$ cat config.mk
export PLATFORM = sky130hd
export DESIGN_NAME = load_store_unit
export DESIGN_NICKNAME = d
export VERILOG_FILES = /design/src/rtl/lsu_pkg.sv /design/src/rtl/lsu_align.sv /design/src/rtl/load_store_unit.sv
export SDC_FILE = /design/constraint.sdc
export NUM_CORES = 1
export LEC_CHECK = 0
export BUFFER_PORTS_ARGS = -buffer_cell sky130_fd_sc_hd__buf_2
export CAP_MARGIN = 20
export CORE_MARGIN = 3
export CORE_UTILIZATION = 30
export CTS_CLUSTER_DIAMETER = 50
export DETAILED_ROUTE_END_ITERATION = 8
export GPL_TIMING_DRIVEN = 0
export SETUP_SLACK_MARGIN = 0.02
export SLEW_MARGIN = 10
export SYNTH_ARGS = -nofsm -noshare
export SYNTH_HDL_FRONTEND = slang
export SYNTH_SLANG_ARGS = --single-unit
$ cat constraint.sdc
create_clock -name clk -period 3.2 [get_ports clk]
set_clock_uncertainty 0.2 [all_clocks]
set_input_delay 0.16 -clock clk [delete_from_list [all_inputs] [get_ports clk]]
set_output_delay 0.16 -clock clk [all_outputs]
set_load 0.05 [all_outputs]
$ cat src/rtl/lsu_pkg.sv
// Shared definitions for the load/store unit.
//   lsu_state_t  : FSM state encoding used by load_store_unit
//   F3_*         : RV32I load/store width codes carried on req_funct3
//   access_err() : misalignment / illegal-width check for one request
package lsu_pkg;

    typedef enum logic [2:0] {
        IDLE     = 3'd0,
        LOAD     = 3'd1,
        STORE_RD = 3'd2,
        STORE_WR = 3'd3,
        RESP     = 3'd4
    } lsu_state_t;

    localparam logic [2:0] F3_B  = 3'd0;
    localparam logic [2:0] F3_H  = 3'd1;
    localparam logic [2:0] F3_W  = 3'd2;
    localparam logic [2:0] F3_BU = 3'd4;
    localparam logic [2:0] F3_HU = 3'd5;

    // An access is rejected when the width code does not exist for its
    // direction (stores have no unsigned forms) or when it is not naturally
    // aligned to its own size.
    function automatic logic access_err(input logic       we,
                                        input logic [2:0] funct3,
                                        input logic [1:0] lane);
        logic err;
        err = 1'b1;
        if (we) begin
            case (funct3)
                F3_B:    err = 1'b0;
                F3_H:    err = lane[0];
                F3_W:    err = (lane != 2'b00);
                default: err = 1'b1;
            endcase
        end else begin
            case (funct3)
                F3_B, F3_BU: err = 1'b0;
                F3_H, F3_HU: err = lane[0];
                F3_W:        err = (lane != 2'b00);
                default:     err = 1'b1;
            endcase
        end
        return err;
    endfunction

endpackage

$ cat src/rtl/lsu_align.sv
// Combinational data-path alignment for the load/store unit.
//   funct3     in  width code of the registered request
//   lane       in  byte lane within the word (addr[1:0])
//   rd_word    in  word read from data memory (load source)
//   merge_word in  word captured during the read half of a sub-word store
//   wdata      in  store data from the core
//   load_data  out selected byte/half/word, sign- or zero-extended
//   store_data out full word to write back to memory
module lsu_align
    import lsu_pkg::*;
#(
    parameter int DATA_W = 32
) (
    input  logic [2:0]        funct3,
    input  logic [1:0]        lane,
    input  logic [DATA_W-1:0] rd_word,
    input  logic [DATA_W-1:0] merge_word,
    input  logic [DATA_W-1:0] wdata,
    output logic [DATA_W-1:0] load_data,
    output logic [DATA_W-1:0] store_data
);

    logic [7:0]  ld_byte;
    logic [15:0] ld_half;

    assign ld_byte = rd_word[{lane, 3'b000} +: 8];
    assign ld_half = rd_word[{lane[1], 4'b0000} +: 16];

    // NOTE: every output of a combinational block gets a default first, so
    // no path through the case leaves it unassigned and infers a latch.
    always_comb begin
        load_data = '0;
        case (funct3)
            F3_B:    load_data = {{(DATA_W-8){ld_byte[7]}}, ld_byte};
            F3_BU:   load_data = {{(DATA_W-8){1'b0}}, ld_byte};
            F3_H:    load_data = {{(DATA_W-16){ld_half[15]}}, ld_half};
            F3_HU:   load_data = {{(DATA_W-16){1'b0}}, ld_half};
            F3_W:    load_data = rd_word;
            default: load_data = '0;
        endcase
    end

    // Sub-word stores are a read-modify-write: only the addressed lane of the
    // previously read word is replaced.
    always_comb begin
        store_data = wdata;
        case (funct3)
            F3_B:    store_data[{lane, 3'b000} +: 8] = wdata[7:0];
            F3_H:    store_data[{lane[1], 4'b0000} +: 16] = wdata[15:0];
            default: store_data = wdata;
        endcase
        if (funct3 == F3_B) begin
            store_data = merge_word;
            store_data[{lane, 3'b000} +: 8] = wdata[7:0];
        end else if (funct3 == F3_H) begin
            store_data = merge_word;
            store_data[{lane[1], 4'b0000} +: 16] = wdata[15:0];
        end
    end

endmodule

$ cat src/rtl/load_store_unit.sv
// Load/store unit: accepts one core request at a time and performs it
// against a word-addressed data memory with a combinational read port.
// Core side:
//   req_valid/req_ready  request handshake (ready only while idle)
//   req_we, req_funct3   direction and RV32I width code
//   req_addr, req_wdata  byte address and store data
//   rsp_valid            one-cycle completion pulse
//   rsp_rdata, rsp_err   load result / error flag, valid with rsp_valid
// Memory side:
//   mem_read, mem_write  access strobes (never both high)
//   mem_a                word index, mem_wd write data, mem_rd read data
module load_store_unit
    import lsu_pkg::*;
#(
    parameter int DM_ADDRESS = 9,
    parameter int DATA_W     = 32
) (
    input  logic                  clk,
    input  logic                  rst_n,
    input  logic                  req_valid,
    output logic                  req_ready,
    input  logic                  req_we,
    input  logic [2:0]            req_funct3,
    input  logic [DATA_W-1:0]     req_addr,
    input  logic [DATA_W-1:0]     req_wdata,
    output logic                  rsp_valid,
    output logic [DATA_W-1:0]     rsp_rdata,
    output logic                  rsp_err,
    output logic                  mem_read,
    output logic                  mem_write,
    output logic [DM_ADDRESS-1:0] mem_a,
    output logic [DATA_W-1:0]     mem_wd,
    input  logic [DATA_W-1:0]     mem_rd
);

    lsu_state_t              state_q, state_d;
    logic                    we_q;
    logic [2:0]              funct3_q;
    logic [DM_ADDRESS-1:0]   idx_q;
    logic [1:0]              lane_q;
    logic [DATA_W-1:0]       wdata_q;
    logic                    err_q;
    logic [DATA_W-1:0]       result_q;
    logic [DATA_W-1:0]       merge_q;

    logic                    accept;
    logic                    req_err;
    logic [DATA_W-1:0]       load_data;
    logic [DATA_W-1:0]       store_data;

    assign accept  = req_valid && (state_q == IDLE);
    assign req_err = access_err(req_we, req_funct3, req_addr[1:0]);

    lsu_align #(.DATA_W(DATA_W)) u_align (
        .funct3     (funct3_q),
        .lane       (lane_q),
        .rd_word    (mem_rd),
        .merge_word (merge_q),
        .wdata      (wdata_q),
        .load_data  (load_data),
        .store_data (store_data)
    );

    // NOTE: state registers use non-blocking assignments so every register
    // samples the pre-edge value of the others, independent of block order.
    always_ff @(posedge clk or negedge rst_n) begin
        if (!rst_n) begin
            state_q <= IDLE;
        end else begin
            state_q <= state_d;
        end
    end

    always_ff @(posedge clk or negedge rst_n) begin
        if (!rst_n) begin
            we_q     <= 1'b0;
            funct3_q <= '0;
            idx_q    <= '0;
            lane_q   <= '0;
            wdata_q  <= '0;
            err_q    <= 1'b0;
            result_q <= '0;
            merge_q  <= '0;
        end else begin
            if (accept) begin
                we_q     <= req_we;
                funct3_q <= req_funct3;
                idx_q    <= req_addr[DM_ADDRESS+1:2];
                lane_q   <= req_addr[1:0];
                wdata_q  <= req_wdata;
                err_q    <= req_err;
                // Cleared here so stores and errors respond with zero data.
                result_q <= '0;
                merge_q  <= '0;
            end
            if (state_q == LOAD) begin
                result_q <= load_data;
            end
            if (state_q == STORE_RD) begin
                merge_q <= mem_rd;
            end
        end
    end

    always_comb begin
        state_d = state_q;
        case (state_q)
            IDLE: begin
                if (req_valid) begin
                    if (req_err) begin
                        state_d = RESP;
                    end else if (!req_we) begin
                        state_d = LOAD;
                    end else if (req_funct3 == F3_W) begin
                        state_d = STORE_WR;
                    end else begin
                        state_d = STORE_RD;
                    end
                end
            end
            LOAD:     state_d = RESP;
            STORE_RD: state_d = STORE_WR;
            STORE_WR: state_d = RESP;
            RESP:     state_d = IDLE;
            default:  state_d = IDLE;
        endcase
    end

    // Outputs decode purely from the state register, so an asynchronous
    // reset drops every strobe at once and no write can leak out.
    always_comb begin
        req_ready = (state_q == IDLE);
        mem_read  = (state_q == LOAD) || (state_q == STORE_RD);
        mem_write = (state_q == STORE_WR);
        mem_a     = (mem_read || mem_write) ? idx_q : '0;
        mem_wd    = mem_write ? store_data : '0;
        rsp_valid = (state_q == RESP);
        rsp_err   = rsp_valid && err_q;
        rsp_rdata = rsp_valid ? result_q : '0;
    end

    logic unused_we;
    assign unused_we = we_q;

endmodule

==> results.sh <==
export IMPL_status="complete, no violations"
export IMPL_synth_distinct_cells=46
export IMPL_cts_tree="yes"
export IMPL_finalCritPeriodShare=0.961
export IMPL_worst_setup_hold_path_clk_slew_ns=0.06
export IMPL_vdd_drop_max_mv=0.441
export IMPL_dieWidth_um=153
export IMPL_netlist_area_um2=6480
export IMPL_maxSlewHeadroom=0.371
export IMPL_avgRoutedWirePerCell_um=18.7
export IMPL_crit_type="reg2out"
export IMPL_core_region_area_um2=21100
export IMPL_hpwl_mm=17.6
export IMPL_power_total_mw=9.02
export IMPL_clockBufferDepth=2
export IMPL_synth_main_ff_cell="dfrtp_1"
export IMPL_period_needed_ns=3.07
export IMPL_rsz0062_at_grt="false"
export IMPL_postRouteAntennaNets=0
export IMPL_overflow=0
export IMPL_drt_pass1_iter_count=5
export IMPL_syn_inst=746
export IMPL_setup_viol_count_final=0
export IMPL_slowest_delay_ns=0.41
export IMPL_drc=0
export IMPL_p_per_area_nw_per_um2=944
export IMPL_gp_congestion=0.945
export IMPL_num_rows=53
export IMPL_clk_latency_ns=0.42
export IMPL_cts_htree_levels=4
export IMPL_fin_nets=1120
export IMPL_grt_usage=0.207
export IMPL_root_buffer="clkbuf_16"
export IMPL_grt_max_degree=77
export IMPL_post_route_cell_area_um2=9560
export IMPL_n_fill_cell=2154
export IMPL_synth_edf_count=0
export IMPL_tightest_slew_ns=0.943
export IMPL_regToRegSetupSlack_ns=0.79
export IMPL_cts_buffers_inserted=17
export IMPL_power_leakage_nw=4.64
export IMPL_die_area_um2=23400
export IMPL_r2r_end="result_q[26]$_DFFE_PN0P_"
export IMPL_avgSynthCellArea_um2=8.68
export IMPL_drt_iter0_markers=607
export IMPL_ios=181
export IMPL_num_antenna_cells=0
export IMPL_yosysSeqAreaShare=0.440
export IMPL_crit_chain="buf_6, buf_12, inv_1, ha_4, clkinv_2, nor4b_4, buf_4, a221oi_1, a211oi_4, buf_4"
export IMPL_start_kind="flip-flop"
export IMPL_postSynth_asyncResetShare=1.00
export IMPL_path_common_cell="buf_4"
export IMPL_syn_num_nets=854
export IMPL_cp_end_kind="output port"
export IMPL_antenna_found_initial=0
export IMPL_grt_pass1_vias=6666
export IMPL_die_h_um=153
export IMPL_numPortBuffers=159
export IMPL_layout_drive_gt1_share=0.267
export IMPL_start_util=0.307
export IMPL_ys_ff_latch=114
export IMPL_fmax_ghz=0.325
export IMPL_finalSetupTns_ns=0
export IMPL_critPathMaxFanout=19
export IMPL_required_ns=2.84
export IMPL_grt_pass1_wl_mm=38.2
export IMPL_critPathArrivalTime_ns=2.71
export IMPL_finalWirelength_mm=24.3
export IMPL_finalHoldViolations=0
export IMPL_critPathSlowestCell="dfrtp_1"
export IMPL_cts_sinks=114
export IMPL_vias=6688
export IMPL_rr_worst_depth=6
export IMPL_max_cap_violations=0
export IMPL_final_cell_mix="239 x nand2_1, 137 x buf_2, 114 x dfrtp_1, 81 x dlygate4sd3_1, 40 x nand3_1"
export IMPL_final_common_cell="nand2_1"
export IMPL_drv_slew=0
export IMPL_yosysWarningCount=0
export IMPL_area_delta_synth_final_pct=47.5
export IMPL_r2r_start="funct3_q[0]$_DFFE_PN0P_"
export IMPL_routed_via_density=5.14
export IMPL_min_path_type="in2async"
export IMPL_dpl_instance_area_um2=7900
## worst max-delay path, delay by kind of cell (launching register included)
| family | cells | cell delay [ns] |
|---|---|---|
| DFF | 1 | 0.41 |
| buffers and inverters | 6 | 1.07 |
| AOI/OAI and AO/OA | 2 | 0.39 |
| and+or+nand+nor | 1 | 0.26 |
| adders and majority gates | 1 | 0.16 |
## routing by layer
metal	track usage	share of wire	up-vias	wire length (um)
li1	-	-	3163	-
met1	0.284	0.44	3239	10600
met2	0.330	0.48	250	11600
met3	0.0433	0.069	36	1670
met4	0.0670	0.020	0	475
met5	0	0	-	0
## state kept, by name, summed over array words and instances (netlist names)
| name | count |
|---|---|
| state_q | 3 |
| lane_q | 2 |
| merge_q | 32 |
| wdata_q | 32 |
| idx_q | 9 |
| result_q | 32 |
| funct3_q | 3 |
| err_q | 1 |
## worst max path at each step
stage / endpoint / depth (start not counted) / from
finish: mem_wd[0] / 10 / lane_q[1]$_DFFE_PN0P_
global route: mem_wd[27] / 10 / lane_q[1]$_DFFE_PN0P_
detailed placement: mem_wd[13] / 10 / lane_q[1]$_DFFE_PN0P_
global placement: mem_wd[14] / 10 / lane_q[1]$_DFFE_PN0P_
CTS: mem_wd[16] / 10 / lane_q[1]$_DFFE_PN0P_
floorplan: mem_wd[10] / 9 / lane_q[1]$_DFFE_PN0P_
## power breakdown
group          internal, mW  switching [mW]  total (mW)  leakage [nW]
sequential             2.10           0.667        2.76          1.49
clock                  1.26           0.721        1.98         0.287
combinational          1.51            2.76        4.27          2.86
## stage by stage
| stage | std cells | util | hold WS, ns | setup slack [ns] |
|---|---|---|---|---|
| after floorplan | 746 | - | -0.336 | -0.0683 |
| after global placement | 1180 | 0.373 | 0.151 | -0.530 |
| after detailed placement | 1181 | 0.374 | -0.100 | -0.579 |
| after CTS | 1298 | 0.450 | 0.0246 | 0.0538 |
| after global routing | 1300 | 0.453 | 0.0551 | 0.0200 |
| final | 1300 | 0.453 | 0.0213 | 0.125 |
## cell usage after synthesis (all sizes together), types with 3 or more instances
| cell type | instances | area share |
|---|---|---|
| nand2 | 239 | 0.14 |
| dfrtp | 114 | 0.44 |
| nand3 | 42 | 0.034 |
| clkbuf | 41 | 0.024 |
| and3 | 33 | 0.032 |
| mux2i | 32 | 0.049 |
| a21oi | 25 | 0.019 |
| a221o | 24 | 0.037 |
| buf | 22 | 0.020 |
| o211ai | 17 | 0.020 |
| a211oi | 16 | 0.019 |
| a221oi | 16 | 0.022 |
| a22o | 15 | 0.020 |
| and2 | 13 | 0.013 |
| mux2 | 12 | 0.021 |
| a31oi | 11 | 0.013 |
| a22oi | 9 | 0.010 |
| inv | 9 | 0.0052 |
| a21o | 8 | 0.0093 |
| nor2 | 8 | 0.0046 |
| o21ai | 8 | 0.0062 |
| ha | 5 | 0.0097 |
| nor3 | 5 | 0.0046 |
| nor2b | 4 | 0.0039 |
| nor4bb | 3 | 0.0046 |
## final cells by class
| type | instances | area [um^2] | area share |
|---|---|---|---|
| multi-input combinational | 559 | 3590 | 0.376 |
| sequential | 114 | 2850 | 0.299 |
| timing repair buffer | 248 | 1800 | 0.188 |
| clock buffer | 19 | 453 | 0.0474 |
| tap | 275 | 344 | 0.0360 |
| buffer | 62 | 313 | 0.0327 |
| clock inverter | 13 | 160 | 0.0168 |
| inverter | 10 | 42.5 | 0.00445 |
## cells by family after synthesis
kind of cell,share of synthesized area
buffers and inverters,0.0495
AO/OA/AOI/OAI,0.179
adder cells (fa/ha/maj),0.00966
XOR/XNOR,0.00135
multiplexers,0.0703
flip-flops,0.440
AND/OR/NAND/NOR,0.249
## timing repair
action                                  CTS  global route
endpoints found under the hold margin   219             0
setup buffers                             5             1
pin swaps                                 2             2
resized for setup                        45            23
endpoints found under the setup margin   32            32
hold buffers                             81             0
Note: power is estimated with default switching activity, not from simulation.
